$ cat src/rtl/ahb_apb_bridge_mc.sv
// AHB-Lite to multi-slave APB bridge with wait-state support, decode/size checking,
// APB timeout abort and two-cycle AHB ERROR responses.
module ahb_apb_bridge_mc #(
    parameter int ADDR_W                  = 32,
    parameter int DATA_W                  = 32,
    parameter int NUM_SLV                 = 4,
    parameter int SEL_LSB                 = 12,
    parameter logic [ADDR_W-1:0] BASE_ADDR = ADDR_W'(32'h8000_0000),
    parameter int TIMEOUT                 = 16
) (
    input  logic                      clock,
    input  logic                      Hreset,
    input  logic                      Hreadyin,
    input  logic [1:0]                Htrans,
    input  logic                      Hwrite,
    input  logic [2:0]                Hsize,
    input  logic [2:0]                Hburst,
    input  logic [ADDR_W-1:0]         Haddr,
    input  logic [DATA_W-1:0]         Hwdata,
    output logic                      Hreadyout,
    output logic [1:0]                Hresp,
    output logic [DATA_W-1:0]         Hrdata,
    output logic [NUM_SLV-1:0]        Pselx,
    output logic                      Penable,
    output logic                      Pwrite,
    output logic [ADDR_W-1:0]         Paddr,
    output logic [DATA_W-1:0]         Pwdata,
    input  logic [NUM_SLV*DATA_W-1:0] Prdata,
    input  logic [NUM_SLV-1:0]        Pready,
    input  logic [NUM_SLV-1:0]        Pslverr
);

    localparam int IDXW = (NUM_SLV > 1) ? $clog2(NUM_SLV) : 1;
    localparam int TW   = (TIMEOUT > 1) ? $clog2(TIMEOUT + 1) : 1;
    localparam int HI   = SEL_LSB + IDXW;
    localparam logic [2:0] MAX_SIZE = (DATA_W == 64) ? 3'd3 : 3'd2;

    typedef enum logic [2:0] {
        ST_IDLE   = 3'd0,
        ST_WDATA  = 3'd1,
        ST_SETUP  = 3'd2,
        ST_ACCESS = 3'd3,
        ST_ERR1   = 3'd4,
        ST_ERR2   = 3'd5
    } state_t;

    state_t              state_r, state_next;
    logic [IDXW-1:0]     idx_r, idx_next;
    logic [TW-1:0]       cnt_r, cnt_next;
    logic [IDXW-1:0]     idx_s;
    logic                hit_s, accept_s, timeout_s;
    logic                ready_sel_s, err_sel_s;
    logic [DATA_W-1:0]   rdata_sel_s;
    logic [ADDR_W-1:0]   paddr_next;
    logic                pwrite_next;
    logic [DATA_W-1:0]   pwdata_next, hrdata_next;
    logic [NUM_SLV-1:0]  pselx_next;
    logic                unused_s;

    assign unused_s  = ^{Hburst, Htrans[0]};
    assign idx_s     = Haddr[HI-1:SEL_LSB];
    assign hit_s     = (Haddr[ADDR_W-1:HI] == BASE_ADDR[ADDR_W-1:HI])
                     && ({{(32-IDXW){1'b0}}, idx_s} < NUM_SLV[31:0])
                     && (Hsize <= MAX_SIZE);
    assign accept_s  = (state_r == ST_IDLE) && Hreadyin && Htrans[1];
    assign timeout_s = (TIMEOUT != 0) && (cnt_r == TW'(TIMEOUT - 1));

    // Route the selected slave's response lines; other slaves are ignored.
    always_comb begin
        rdata_sel_s = '0;
        ready_sel_s = 1'b0;
        err_sel_s   = 1'b0;
        for (int i = 0; i < NUM_SLV; i++) begin
            rdata_sel_s = (idx_r == IDXW'(i)) ? Prdata[i*DATA_W +: DATA_W] : rdata_sel_s;
            ready_sel_s = (idx_r == IDXW'(i)) ? Pready[i] : ready_sel_s;
            err_sel_s   = (idx_r == IDXW'(i)) ? Pslverr[i] : err_sel_s;
        end
    end

    // Next-state and next-output computation; outputs are registered from these.
    always_comb begin
        state_next  = state_r;
        idx_next    = idx_r;
        cnt_next    = cnt_r;
        paddr_next  = Paddr;
        pwrite_next = Pwrite;
        pwdata_next = Pwdata;
        hrdata_next = Hrdata;
        case (state_r)
            ST_IDLE: begin
                if (accept_s) begin
                    paddr_next  = Haddr;
                    pwrite_next = Hwrite;
                    idx_next    = idx_s;
                    if (hit_s) begin
                        state_next = Hwrite ? ST_WDATA : ST_SETUP;
                    end else begin
                        state_next = ST_ERR1;
                    end
                end else begin
                    state_next = ST_IDLE;
                end
            end
            ST_WDATA: begin
                pwdata_next = Hwdata;
                state_next  = ST_SETUP;
            end
            ST_SETUP: begin
                cnt_next   = '0;
                state_next = ST_ACCESS;
            end
            ST_ACCESS: begin
                if (ready_sel_s) begin
                    if (err_sel_s) begin
                        state_next = ST_ERR1;
                    end else begin
                        state_next  = ST_IDLE;
                        hrdata_next = Pwrite ? Hrdata : rdata_sel_s;
                    end
                end else begin
                    cnt_next   = cnt_r + TW'(1'b1);
                    state_next = timeout_s ? ST_ERR1 : ST_ACCESS;
                end
            end
            ST_ERR1: state_next = ST_ERR2;
            ST_ERR2: state_next = ST_IDLE;
            default: state_next = ST_IDLE;
        endcase

        for (int i = 0; i < NUM_SLV; i++) begin
            pselx_next[i] = ((state_next == ST_SETUP) || (state_next == ST_ACCESS))
                            && (idx_next == IDXW'(i));
        end
    end

    // State, counter and registered bus outputs.
    always_ff @(posedge clock) begin
        if (Hreset) begin
            state_r   <= ST_IDLE;
            idx_r     <= '0;
            cnt_r     <= '0;
            Hreadyout <= 1'b1;
            Hresp     <= 2'b00;
            Hrdata    <= '0;
            Pselx     <= '0;
            Penable   <= 1'b0;
            Pwrite    <= 1'b0;
            Paddr     <= '0;
            Pwdata    <= '0;
        end else begin
            state_r   <= state_next;
            idx_r     <= idx_next;
            cnt_r     <= cnt_next;
            Hreadyout <= (state_next == ST_IDLE) || (state_next == ST_ERR2);
            Hresp     <= ((state_next == ST_ERR1) || (state_next == ST_ERR2)) ? 2'b01 : 2'b00;
            Hrdata    <= hrdata_next;
            Pselx     <= pselx_next;
            Penable   <= (state_next == ST_ACCESS);
            Pwrite    <= pwrite_next;
            Paddr     <= paddr_next;
            Pwdata    <= pwdata_next;
        end
    end

endmodule
$ cat config.mk
export PLATFORM = sky130hd
export DESIGN_NAME = ahb_apb_bridge_mc
export DESIGN_NICKNAME = d
export VERILOG_FILES = /design/src/rtl/ahb_apb_bridge_mc.sv
export SDC_FILE = /design/constraint.sdc
export NUM_CORES = 1
export LEC_CHECK = 0
export CORE_AREA = 2 2 123 125
export DETAILED_ROUTE_END_ITERATION = 7
export DIE_AREA = 0 0 125 127
export PLACE_DENSITY_LB_ADDON = 0.25
export SLEW_MARGIN = 15
export SYNTH_ARGS = -nofsm -noshare
export SYNTH_HDL_FRONTEND = slang
export SYNTH_SLANG_ARGS = --single-unit
$ cat constraint.sdc
create_clock -name clock -period 5.75 [get_ports clock]
set_input_delay 1.15 -clock clock [delete_from_list [all_inputs] [get_ports clock]]
set_output_delay 1.15 -clock clock [all_outputs]
set_load 0.03 [all_outputs]
==> metrics.txt, run 1 <==
# TYPE chip_impl_metric gauge
chip_impl_metric{name="worst_setup_hold_path_clk_slew",unit="ps"} 50
chip_impl_metric{name="grt_start_max_net_pins",unit=""} 59
chip_impl_metric{name="tritoncts.num_buffers",unit=""} 17
chip_impl_metric{name="synth_seq_area_share",unit="%"} 46.27
chip_impl_info{name="unrepaired_setup_endpoints_after_global_routing",value="no"} 1
chip_impl_metric{name="crit_arrival",unit="ps"} 3380
chip_impl_metric{name="antenna_violations_before_repair",unit=""} 0
chip_impl_info{name="slowest_stage",value="or4b_2"} 1
chip_impl_info{name="path_cells",value="clkdlybuf4s50_1 > mux4_2 > or4b_2 > nand2_1 > a21oi_1"} 1
chip_impl_metric{name="pwr_density_cell",unit="mW/mm^2"} 262.6
chip_impl_metric{name="placementRows",unit=""} 44
chip_impl_info{name="cts_tree",value="done"} 1
chip_impl_metric{name="width_of_the_die",unit="um"} 125
chip_impl_metric{name="grt_pass1_wl",unit="um"} 27050
chip_impl_metric{name="post-route-drc-count",unit=""} 0
chip_impl_metric{name="final_cycle_share",unit="%"} 54.13
chip_impl_metric{name="post-place-ws",unit="ps"} 2124
chip_impl_metric{name="hold_viol_final",unit=""} 0
chip_impl_metric{name="maximum_operating_frequency",unit="GHz"} 0.3213
chip_impl_metric{name="cap_violations",unit=""} 0
chip_impl_metric{name="average_size_of_a_mapped_cell",unit="sq um"} 8.714
chip_impl_metric{name="grtUsageTotal",unit="%"} 21.49
chip_impl_metric{name="cts.path.max_buffers",unit=""} 2
chip_impl_metric{name="synth.ff_latch_count",unit=""} 114
chip_impl_metric{name="max_stage_delay",unit="ps"} 1030
chip_impl_metric{name="period_minus_slack",unit="ps"} 3112
chip_impl_metric{name="cellLeakagePower",unit="nW"} 2.976
chip_impl_metric{name="worst_ep_required_time",unit="ps"} 6010
chip_impl_metric{name="tightestPinTransition",unit="ps"} 1011
chip_impl_info{name="min-delay-path-class",value="reg2reg"} 1
chip_impl_metric{name="ios",unit=""} 317
chip_impl_metric{name="layout.nets",unit=""} 1072
chip_impl_info{name="clockRootBuffer",value="clkbuf_16"} 1
chip_impl_metric{name="insertion_delay",unit="ps"} 410
chip_impl_metric{name="yosysWarnings",unit=""} 0
chip_impl_metric{name="area_of_all_placed_cells_without_fillers",unit="sq mm"} 0.008758
chip_impl_metric{name="drive_gt1_share",unit="%"} 9.300
chip_impl_metric{name="synth.cell_area",unit="sq mm"} 0.004932
chip_impl_metric{name="synth_cells",unit=""} 566
chip_impl_metric{name="antennaDiodeCount",unit=""} 0
chip_impl_metric{name="grt_overflow_total",unit=""} 0
chip_impl_metric{name="replace_congestion",unit=""} 0.9178
chip_impl_metric{name="cts_sink_cnt",unit=""} 114
chip_impl_metric{name="dr.pass1.iters",unit=""} 5
chip_impl_metric{name="synth_nets",unit=""} 780
chip_impl_metric{name="start_util",unit="%"} 34.19
chip_impl_metric{name="die_footprint",unit="sq mm"} 0.01588
chip_impl_metric{name="slew_viol_final",unit=""} 0
chip_impl_metric{name="drt_wl_total",unit="um"} 17210
chip_impl_metric{name="core_box_area",unit="sq mm"} 0.01442
chip_impl_metric{name="route.detailed.wl_per_inst",unit="um"} 16.31
chip_impl_info{name="critPathTopFamily",value="simple AND/OR/NAND/NOR gates"} 1
chip_impl_metric{name="dpl-instance-area",unit="sq mm"} 0.008159
chip_impl_info{name="synth.area.top_cells",value="dfxtp_1 46%, nand2_1 16%, mux4_2 16%, a21oi_1 11%, clkbuf_1 2.2%"} 1
chip_impl_info{name="critPathKind",value="in2reg"} 1
chip_impl_info{name="cp-start-kind",value="input port"} 1
chip_impl_info{name="critPathCaptureType",value="register"} 1
chip_impl_metric{name="numPortBuffers",unit=""} 311
chip_impl_metric{name="worst_slew_margin_rel",unit="%"} 32.46
chip_impl_metric{name="viasPerCell",unit=""} 4.935
chip_impl_metric{name="synth_top_cell_area_share",unit="%"} 46.27
chip_impl_metric{name="route.antenna.remaining_nets",unit=""} 0
chip_impl_metric{name="critical_path.n_buffers_inverters",unit=""} 1
chip_impl_metric{name="timing.critical_path.fanout_max",unit=""} 32
chip_impl_metric{name="ys_types",unit=""} 36
chip_impl_metric{name="detail_route.iter0.violations",unit=""} 222
chip_impl_metric{name="timing.final.ws_setup",unit="ps"} 2638
chip_impl_metric{name="post_cts_resized",unit=""} 0
chip_impl_metric{name="postCtsSetupBuffers",unit=""} 0
chip_impl_metric{name="power.ir.vdd_worst",unit="mV"} 0.2373
chip_impl_metric{name="number_of_vias_after_detailed_routing",unit=""} 5206
chip_impl_info{name="status",value="finished clean"} 1
chip_impl_metric{name="skew",unit="ps"} 8.725
chip_impl_metric{name="grt_pass1_vias",unit=""} 5476
chip_impl_metric{name="setup_viol",unit=""} 0
chip_impl_info{name="cell_taking_the_most_area_after_synthesis",value="dfxtp_1"} 1
chip_impl_metric{name="cts_hold_buffers",unit=""} 0
chip_impl_metric{name="floorplan.die.height",unit="um"} 127
chip_impl_metric{name="synthToLayoutAreaGrowth",unit="%"} 77.57
chip_impl_metric{name="detailed_place_hpwl",unit="um"} 12810
chip_impl_metric{name="number_of_levels_in_the_clock_h_tree",unit=""} 4
chip_impl_metric{name="setup_total_negative_slack",unit="ps"} 0
-- stage by stage --
step	cells	utilization (%)	hold WS (ps)	power, mW
finish	1055	60.72	451.6	2.300
global route	1055	60.72	470.4	2.388
CTS	1055	60.72	452.5	2.321
detailed placement	1023	56.57	445.3	1.278
global placement	1023	56.57	440.8	1.271
floorplan	566	-	457.0	1.046
-- cell usage after synthesis (all sizes together) --
master    n
nand2   204
dfxtp   114
a21oi   106
mux4     34
clkbuf   29
buf      15
nor2     12
nor3      8
nor4      6
inv       4
nand3b    4
o21ai     4
a22oi     2
a31oi     2
and3      2
ha        2
nand3     2
nand4     2
nor4b     2
a211oi    1
a32o      1
and2b     1
conb      1
mux2      1
nand2b    1
nor2b     1
nor3b     1
o21a      1
o311ai    1
o31ai     1
or4b      1
-- worst min-delay path, delay by kind of cell, from the launching register on --
family | cells | cell delay, ps
AOI/OAI and AO/OA | 1 | 50
and+or+nand+nor | 1 | 50
DFF | 1 | 300
-- cells by family (layout without fill, tap and decap cells) --
family	Yosys count	count (layout)	synth area share, %
AO/OA/AOI/OAI	119	119	12.66
flip-flops	114	114	46.27
multiplexers	35	35	15.75
buffers and inverters	48	353	4.033
other	1	1	0.07603
AND/OR/NAND/NOR	247	247	20.70
adder cells (fa/ha/maj)	2	2	0.5073
-- routing by layer --
layer | vias up | GRT usage (%) | wire length [um]
met2 | 236 | 37.92 | 8617
met4 | 0 | 10.33 | 640
met5 | - | 0 | 0
li1 | 2526 | - | -
met1 | 2402 | 22.67 | 6448
met3 | 42 | 8.166 | 1506
-- placed cells by master (no fill, tap or decap), types with 2 or more instances in the layout --
cell	count
nand3b_1	4
a22oi_1	2
a21oi_1	106
a31oi_1	2
clkinv_4	2
mux4_2	34
nand4_1	2
clkbuf_16	17
bufinv_16	2
dfxtp_2	2
clkinv_2	2
o21ai_0	3
clkdlybuf4s50_1	310
nor3_1	7
nand2_1	204
nand3_1	2
nor4_1	5
buf_4	7
inv_1	4
nor2_1	12
and3_1	2
ha_1	2
clkinvlp_4	6
dfxtp_1	112
clkbuf_8	3
-- area by class of cell --
class,instances,area (sq um)
repair buffers,317,3156
well taps,184,230.2
fillers,1235,5665
flip-flops and latches,114,2285
multi-input cells,404,2474
clock inverters,12,132.6
inverters,4,15.01
clock buffers,20,466.7
-- sequential cells by signal, summed over array words and instances (netlist names) --
signal and cells:
Hrdata 32, Paddr 32, Pwdata 32, cnt_r 5
Pselx 4, state_r 3, idx_r 2, Hreadyout 1
Hresp 1, Penable 1, Pwrite 1
-- final timing paths --
path                    startpoint                endpoint  slack, ps  cells after the start
max                     Pslverr[3]  Hrdata[7]$_SDFFE_PP0P_       2640                      5
min          Paddr[1]$_SDFFE_PP0P_   Paddr[1]$_SDFFE_PP0P_        450                      2
max reg2reg    idx_r[1]$_SDFF_PP0_  Hrdata[7]$_SDFFE_PP0P_       2860                      4
min reg2reg  Paddr[1]$_SDFFE_PP0P_   Paddr[1]$_SDFFE_PP0P_        450                      2
-- power breakdown --
group	switching, mW	total, mW	leakage, nW	internal, mW
logic	0.179	0.413	1.78	0.234
registers	0.0257	0.847	0.925	0.822
clock network	0.369	1.04	0.276	0.670
total	0.573	2.30	2.98	1.73
No activity file was read; power rests on OpenSTA's default activity.
==> run 2: changes to the inputs <==
- CORE_AREA: 2 2 123 125 -> 2 2 122 124
- DIE_AREA: 0 0 125 127 -> 0 0 124 126
- clock period: 5.75 -> 3.1 ns (I/O delays scaled with it)
==> metrics.txt, run 2 (synthesis gave the netlist of run 1 again) <==
# TYPE chip_impl_metric gauge
chip_impl_info{name="status",value="finished clean"} 1
chip_impl_info{name="hold_sp",value="Paddr[3]$_SDFFE_PP0P_"} 1
chip_impl_metric{name="hold_viol_final",unit=""} 0
chip_impl_metric{name="die_footprint",unit="sq mm"} 0.01562
chip_impl_info{name="biggestRegsByFlops",value="Hrdata (32), Paddr (32), Pwdata (32)"} 1
chip_impl_metric{name="hold_slack",unit="ps"} 451.3
chip_impl_info{name="cts_tree",value="done"} 1
chip_impl_info{name="globalRoute.busiestLayer",value="met2"} 1
chip_impl_info{name="critical_path.reg2reg.startpoint",value="state_r[1]$_SDFF_PP0_"} 1
chip_impl_metric{name="grtUsageTotal",unit="%"} 21.93
chip_impl_metric{name="worst_setup_hold_path_clk_slew",unit="ps"} 50
chip_impl_metric{name="setup_viol",unit=""} 0
chip_impl_metric{name="dr.pass1.iters",unit=""} 5
chip_impl_metric{name="cellLeakagePower",unit="nW"} 3.038
chip_impl_info{name="layout_commonest_cell",value="clkdlybuf4s50_1"} 1
chip_impl_metric{name="grt_pass1_vias",unit=""} 5124
chip_impl_metric{name="grt_start_max_net_pins",unit=""} 46
chip_impl_metric{name="tightestPinTransition",unit="ps"} 1025
chip_impl_metric{name="grt.met2_usage",unit="%"} 37.33
chip_impl_info{name="unrepaired_setup_endpoints_after_global_routing",value="no"} 1
chip_impl_metric{name="period_minus_slack",unit="ps"} 2413
chip_impl_metric{name="area_of_all_placed_cells_without_fillers",unit="sq mm"} 0.008867
chip_impl_metric{name="post_cts_resized",unit=""} 0
chip_impl_metric{name="drt_wl_total",unit="um"} 17390
chip_impl_metric{name="max_stage_delay",unit="ps"} 630
chip_impl_info{name="slowest_stage",value="o311ai_0"} 1
chip_impl_info{name="min-delay-path-class",value="reg2reg"} 1
chip_impl_metric{name="detailed_place_hpwl",unit="um"} 13130
chip_impl_metric{name="tritoncts.num_buffers",unit=""} 17
chip_impl_metric{name="post_layout_nonfiller_instances",unit=""} 1058
chip_impl_metric{name="timing.reg2reg.worst_path_depth",unit=""} 6
chip_impl_metric{name="intPower",unit="mW"} 3.492
chip_impl_metric{name="numPortBuffers",unit=""} 311
chip_impl_metric{name="placementRows",unit=""} 44
chip_impl_metric{name="detail_route.iter0.violations",unit=""} 266
chip_impl_metric{name="synthToLayoutAreaGrowth",unit="%"} 79.78
chip_impl_info{name="critPathCaptureType",value="register"} 1
chip_impl_metric{name="replace_congestion",unit=""} 0.8636
chip_impl_metric{name="ios",unit=""} 317
chip_impl_info{name="path_cells",value="clkdlybuf4s50_1 > nor4b_1 > nand4_1 > o311ai_0 > a22oi_1 > o31ai_1"} 1
chip_impl_metric{name="cts.path.max_buffers",unit=""} 2
chip_impl_info{name="clockRootBuffer",value="clkbuf_16"} 1
chip_impl_metric{name="nFillCells",unit=""} 1205
chip_impl_metric{name="width_of_the_die",unit="um"} 124
chip_impl_metric{name="drive_gt1_share",unit="%"} 9.382
chip_impl_metric{name="slew_viol_final",unit=""} 0
chip_impl_metric{name="number_of_vias_after_detailed_routing",unit=""} 5171
chip_impl_metric{name="grt_overflow_total",unit=""} 0
chip_impl_metric{name="cap_violations",unit=""} 0
chip_impl_metric{name="number_of_levels_in_the_clock_h_tree",unit=""} 4
chip_impl_metric{name="power.switching",unit="mW"} 1.079
chip_impl_metric{name="power_share_of_the_clock_group",unit="%"} 48.7
chip_impl_metric{name="route.detailed.wl_per_inst",unit="um"} 16.43
chip_impl_metric{name="power.combinational.fraction",unit="%"} 17.1
chip_impl_metric{name="reg2reg_slack",unit="ps"} 1030
chip_impl_info{name="critPathTopFamily",value="compound AO/OA/AOI/OAI gates"} 1
chip_impl_metric{name="setup_total_negative_slack",unit="ps"} 0
chip_impl_info{name="worstReg2RegEnd",value="Hrdata[1]$_SDFFE_PP0P_"} 1
chip_impl_metric{name="crit_arrival",unit="ps"} 2720
chip_impl_metric{name="core_box_area",unit="sq mm"} 0.01431
chip_impl_metric{name="dp.cells",unit=""} 1026
chip_impl_info{name="final_cell_mix",value="310 x clkdlybuf4s50_1, 204 x nand2_1, 112 x dfxtp_1"} 1
chip_impl_metric{name="viasPerCell",unit=""} 4.888
chip_impl_metric{name="layout.nets",unit=""} 1075
chip_impl_metric{name="worst_slew_margin_rel",unit="%"} 31.53
chip_impl_metric{name="cts_sink_cnt",unit=""} 114
chip_impl_metric{name="critical_path.n_buffers_inverters",unit=""} 1
chip_impl_metric{name="worst_hold_path.num_cells",unit=""} 2
chip_impl_metric{name="sequentialPowerShare",unit="%"} 34.2
chip_impl_metric{name="timing.critical_path.fanout_max",unit=""} 3
chip_impl_metric{name="insertion_delay",unit="ps"} 410
chip_impl_info{name="cp-start-kind",value="input port"} 1
chip_impl_metric{name="worst_ep_required_time",unit="ps"} 3410
chip_impl_metric{name="antennaDiodeCount",unit=""} 0
chip_impl_metric{name="use_met3",unit="%"} 8.288
chip_impl_info{name="hold_end",value="Paddr[3]$_SDFFE_PP0P_"} 1
chip_impl_metric{name="postCtsSetupBuffers",unit=""} 0
chip_impl_metric{name="final_cycle_share",unit="%"} 77.85
chip_impl_metric{name="skew",unit="ps"} 5.487
chip_impl_metric{name="cts_hold_buffers",unit=""} 0
chip_impl_metric{name="antenna_violations_before_repair",unit=""} 0
chip_impl_metric{name="start_util",unit="%"} 34.46
chip_impl_metric{name="post-route-drc-count",unit=""} 0
chip_impl_metric{name="use_met1",unit="%"} 24.34
chip_impl_metric{name="floorplan.die.height",unit="um"} 126
chip_impl_metric{name="dpl-instance-area",unit="sq mm"} 0.008194
chip_impl_metric{name="maximum_operating_frequency",unit="GHz"} 0.4143
chip_impl_metric{name="power.switching_fraction",unit="%"} 23.61
chip_impl_metric{name="route.antenna.remaining_nets",unit=""} 0
chip_impl_metric{name="pwr_density_cell",unit="mW/mm^2"} 515.5
chip_impl_metric{name="power.ir.vdd_worst",unit="mV"} 0.3368
chip_impl_info{name="critPathKind",value="in2reg"} 1
chip_impl_metric{name="grt_pass1_wl",unit="um"} 26160
-- run 2: final cells by class --
class / instances / area (sq um) / share of cell area (%)
sequential: 114 / 2285 / 25.77
tap: 184 / 230.2 / 2.596
inverter: 4 / 15.01 / 0.1693
clock buffer: 19 / 442.9 / 4.995
timing repair buffer: 320 / 3191 / 35.98
clock inverter: 13 / 230.2 / 2.596
multi-input combinational: 404 / 2474 / 27.90
-- run 2: power by group through the flow --
stage | Clock, mW | Sequential, mW | Combinational, mW
floorplan | 0 | 1.68 | 0.258
global placement | 0 | 1.59 | 0.774
detailed placement | 0 | 1.59 | 0.784
CTS | 2.26 | 1.56 | 0.789
global route | 2.33 | 1.57 | 0.835
finish | 2.23 | 1.56 | 0.783
-- run 2: layer usage --
metal | wire length, um | part of all wire, %
met1 | 6718 | 39
met2 | 8579 | 49
met3 | 1636 | 9.4
met4 | 453 | 2.6
met5 | 0 | 0
-- run 2: worst reg2reg max path, cell delays in order, from the launching register on --
cell and delay, ps:
dfxtp_1 500, and2b_1 260, nand2_1 220, or4b_1 520
buf_4 250, nand2_1 120, a21oi_1 70
-- run 2: stage by stage --
stage	worst slack, ps	total power, mW	utilization (%)
2_1_floorplan	960.4	1.941	-
3_3_place_gp	456.1	2.362	57.25
3_5_place_dp	316.6	2.376	57.25
4_1_cts	721.3	4.611	61.95
5_1_grt	445.2	4.734	61.95
6_report	686.6	4.571	61.95
-- run 2: worst max path at each step --
stage | from | to | slack, ps | depth (start not counted)
3_3_place_gp | Haddr[24] | Hreadyout$_SDFF_PP1_ | 460 | 6
3_5_place_dp | Haddr[17] | Hreadyout$_SDFF_PP1_ | 320 | 6
5_1_grt | Haddr[31] | Hreadyout$_SDFF_PP1_ | 450 | 6
2_1_floorplan | Pslverr[3] | Hrdata[0]$_SDFFE_PP0P_ | 960 | 6
4_1_cts | Haddr[31] | Hreadyout$_SDFF_PP1_ | 720 | 6
6_report | Haddr[17] | Hreadyout$_SDFF_PP1_ | 690 | 6
==> run 3: changes to the inputs <==
- clock period: 3.1 -> 2.34 ns (I/O delays scaled with it)
==> metrics.txt, run 3 (synthesis gave the netlist of run 1 again) <==
# TYPE chip_impl_metric gauge
chip_impl_info{name="layout_commonest_cell",value="clkdlybuf4s50_1"} 1
chip_impl_metric{name="cts_hold_buffers",unit=""} 0
chip_impl_metric{name="route.antenna.remaining_nets",unit=""} 0
chip_impl_metric{name="nFillCells",unit=""} 1200
chip_impl_metric{name="slew_viol_final",unit=""} 0
chip_impl_info{name="critPathKind",value="in2reg"} 1
chip_impl_metric{name="area_of_all_placed_cells_without_fillers",unit="sq mm"} 0.008971
chip_impl_info{name="status",value="finished clean"} 1
chip_impl_info{name="unrepaired_setup_endpoints_after_global_routing",value="no"} 1
chip_impl_metric{name="viasPerCell",unit=""} 4.945
chip_impl_metric{name="setup_viol",unit=""} 0
chip_impl_info{name="final_cell_mix",value="310 x clkdlybuf4s50_1, 204 x nand2_1, 112 x dfxtp_1"} 1
chip_impl_metric{name="grt_start_max_net_pins",unit=""} 40
chip_impl_metric{name="start_util",unit="%"} 34.46
chip_impl_metric{name="route.detailed.wl_per_inst",unit="um"} 16.48
chip_impl_metric{name="cts_sink_cnt",unit=""} 114
chip_impl_metric{name="grt_pass1_vias",unit=""} 5250
chip_impl_metric{name="pwr_density_cell",unit="mW/mm^2"} 682.3
chip_impl_metric{name="grt_overflow_total",unit=""} 0
chip_impl_metric{name="cap_violations",unit=""} 0
chip_impl_metric{name="period_minus_slack",unit="ps"} 2101
chip_impl_metric{name="cellLeakagePower",unit="nW"} 3.107
chip_impl_info{name="worstReg2RegEnd",value="Hrdata[1]$_SDFFE_PP0P_"} 1
chip_impl_metric{name="worst_slew_margin_rel",unit="%"} 57.37
chip_impl_metric{name="core_box_area",unit="sq mm"} 0.01431
chip_impl_metric{name="maximum_operating_frequency",unit="GHz"} 0.4759
chip_impl_metric{name="skew",unit="ps"} 7.027
chip_impl_metric{name="detail_route.iter0.violations",unit=""} 279
chip_impl_metric{name="grtUsageTotal",unit="%"} 22.49
chip_impl_metric{name="width_of_the_die",unit="um"} 124
chip_impl_metric{name="floorplan.die.height",unit="um"} 126
chip_impl_metric{name="synthToLayoutAreaGrowth",unit="%"} 81.89
chip_impl_metric{name="tightestPinTransition",unit="ps"} 639.4
chip_impl_info{name="cp-start-kind",value="input port"} 1
chip_impl_info{name="biggestRegsByFlops",value="Hrdata (32), Paddr (32), Pwdata (32)"} 1
chip_impl_info{name="clockRootBuffer",value="clkbuf_16"} 1
chip_impl_info{name="hold_sp",value="Hreset"} 1
chip_impl_metric{name="dpl-instance-area",unit="sq mm"} 0.008282
chip_impl_metric{name="setup_total_negative_slack",unit="ps"} 0
chip_impl_metric{name="number_of_levels_in_the_clock_h_tree",unit=""} 4
chip_impl_metric{name="crit_arrival",unit="ps"} 2400
chip_impl_metric{name="antennaDiodeCount",unit=""} 0
chip_impl_metric{name="postCtsSetupBuffers",unit=""} 0
chip_impl_metric{name="reg2reg_slack",unit="ps"} 370
chip_impl_metric{name="ios",unit=""} 317
chip_impl_metric{name="timing.critical_path.fanout_max",unit=""} 2
chip_impl_info{name="cts_tree",value="done"} 1
chip_impl_metric{name="insertion_delay",unit="ps"} 410
chip_impl_metric{name="placementRows",unit=""} 44
chip_impl_metric{name="power.ir.vdd_worst",unit="mV"} 0.4298
chip_impl_metric{name="timing.reg2reg.worst_path_depth",unit=""} 5
chip_impl_metric{name="post_cts_resized",unit=""} 0
chip_impl_info{name="hold_end",value="idx_r[0]$_SDFF_PP0_"} 1
chip_impl_metric{name="replace_congestion",unit=""} 0.8687
chip_impl_metric{name="antenna_violations_before_repair",unit=""} 0
chip_impl_info{name="critPathCaptureType",value="register"} 1
chip_impl_metric{name="die_footprint",unit="sq mm"} 0.01562
chip_impl_metric{name="grt_pass1_wl",unit="um"} 26810
chip_impl_metric{name="layout.nets",unit=""} 1085
chip_impl_metric{name="number_of_vias_after_detailed_routing",unit=""} 5281
chip_impl_metric{name="hold_viol_final",unit=""} 0
chip_impl_metric{name="post-route-drc-count",unit=""} 0
chip_impl_metric{name="drt_wl_total",unit="um"} 17600
chip_impl_metric{name="cts.path.max_buffers",unit=""} 2
chip_impl_metric{name="drive_gt1_share",unit="%"} 10.41
chip_impl_metric{name="tritoncts.num_buffers",unit=""} 17
chip_impl_metric{name="worst_hold_path.num_cells",unit=""} 2
chip_impl_metric{name="dr.pass1.iters",unit=""} 4
chip_impl_metric{name="final_cycle_share",unit="%"} 89.80
chip_impl_metric{name="worst_ep_required_time",unit="ps"} 2640
chip_impl_info{name="critical_path.reg2reg.startpoint",value="idx_r[0]$_SDFF_PP0_"} 1
chip_impl_metric{name="numPortBuffers",unit=""} 311
chip_impl_info{name="min-delay-path-class",value="in2reg"} 1
chip_impl_metric{name="detailed_place_hpwl",unit="um"} 13740
chip_impl_metric{name="worst_setup_hold_path_clk_slew",unit="ps"} 50
-- run 3: layer usage --
layer	global-route usage [%]	part of all wire [%]	vias up
met5	0	0	-
met4	8.196	2.2	0
met3	7.699	8.7	31
met2	39.63	51	259
met1	24.81	38	2439
li1	-	-	2552
-- run 3: where the power goes --
group	internal (mW)	leakage, nW	switching, mW
registers	2.02	0.925	0.0507
clock network	2.10	0.338	0.898
logic	0.592	1.84	0.458
-- run 3: stage by stage --
step | setup slack, ps | cells | util (%) | total power [mW] | hold slack [ps]
floorplan | 352.4 | 566 | - | 2.571 | 457.0
global placement | -83.96 | 1036 | 57.86 | 3.140 | 440.8
detailed placement | -137.8 | 1036 | 57.86 | 3.162 | 446.6
CTS | 298.5 | 1068 | 62.67 | 6.171 | 369.1
global route | 79.40 | 1068 | 62.67 | 6.350 | 402.8
finish | 238.7 | 1068 | 62.67 | 6.121 | 393.7
-- run 3: how the worst max path moves through the flow --
| stage | from | to | depth (start not counted) |
|---|---|---|---|
| after floorplan | Pslverr[3] | Hrdata[0]$_SDFFE_PP0P_ | 6 |
| after global placement | Pslverr[3] | Hrdata[10]$_SDFFE_PP0P_ | 6 |
| after detailed placement | Pslverr[3] | Hrdata[1]$_SDFFE_PP0P_ | 6 |
| after CTS | Pslverr[3] | Hrdata[1]$_SDFFE_PP0P_ | 6 |
| after global routing | Haddr[17] | Hreadyout$_SDFF_PP1_ | 6 |
| final | Haddr[24] | Hreadyout$_SDFF_PP1_ | 6 |
-- run 3: cell type report --
cell class | count | area (sq um) | area share [%]
repair buffers | 330 | 3278 | 36.54
multi-input cells | 404 | 2474 | 27.57
flip-flops and latches | 114 | 2285 | 25.47
clock buffers | 18 | 429.2 | 4.784
clock inverters | 14 | 260.3 | 2.901
well taps | 184 | 230.2 | 2.566
inverters | 4 | 15.01 | 0.1674
-- run 3: worst max-delay path, stage by stage --
cell             delay [ps]
clkdlybuf4s50_1         450
nor4_1                  340
nand4_1                 250
o311ai_0                490
a22oi_1                 130
o31ai_1                 270
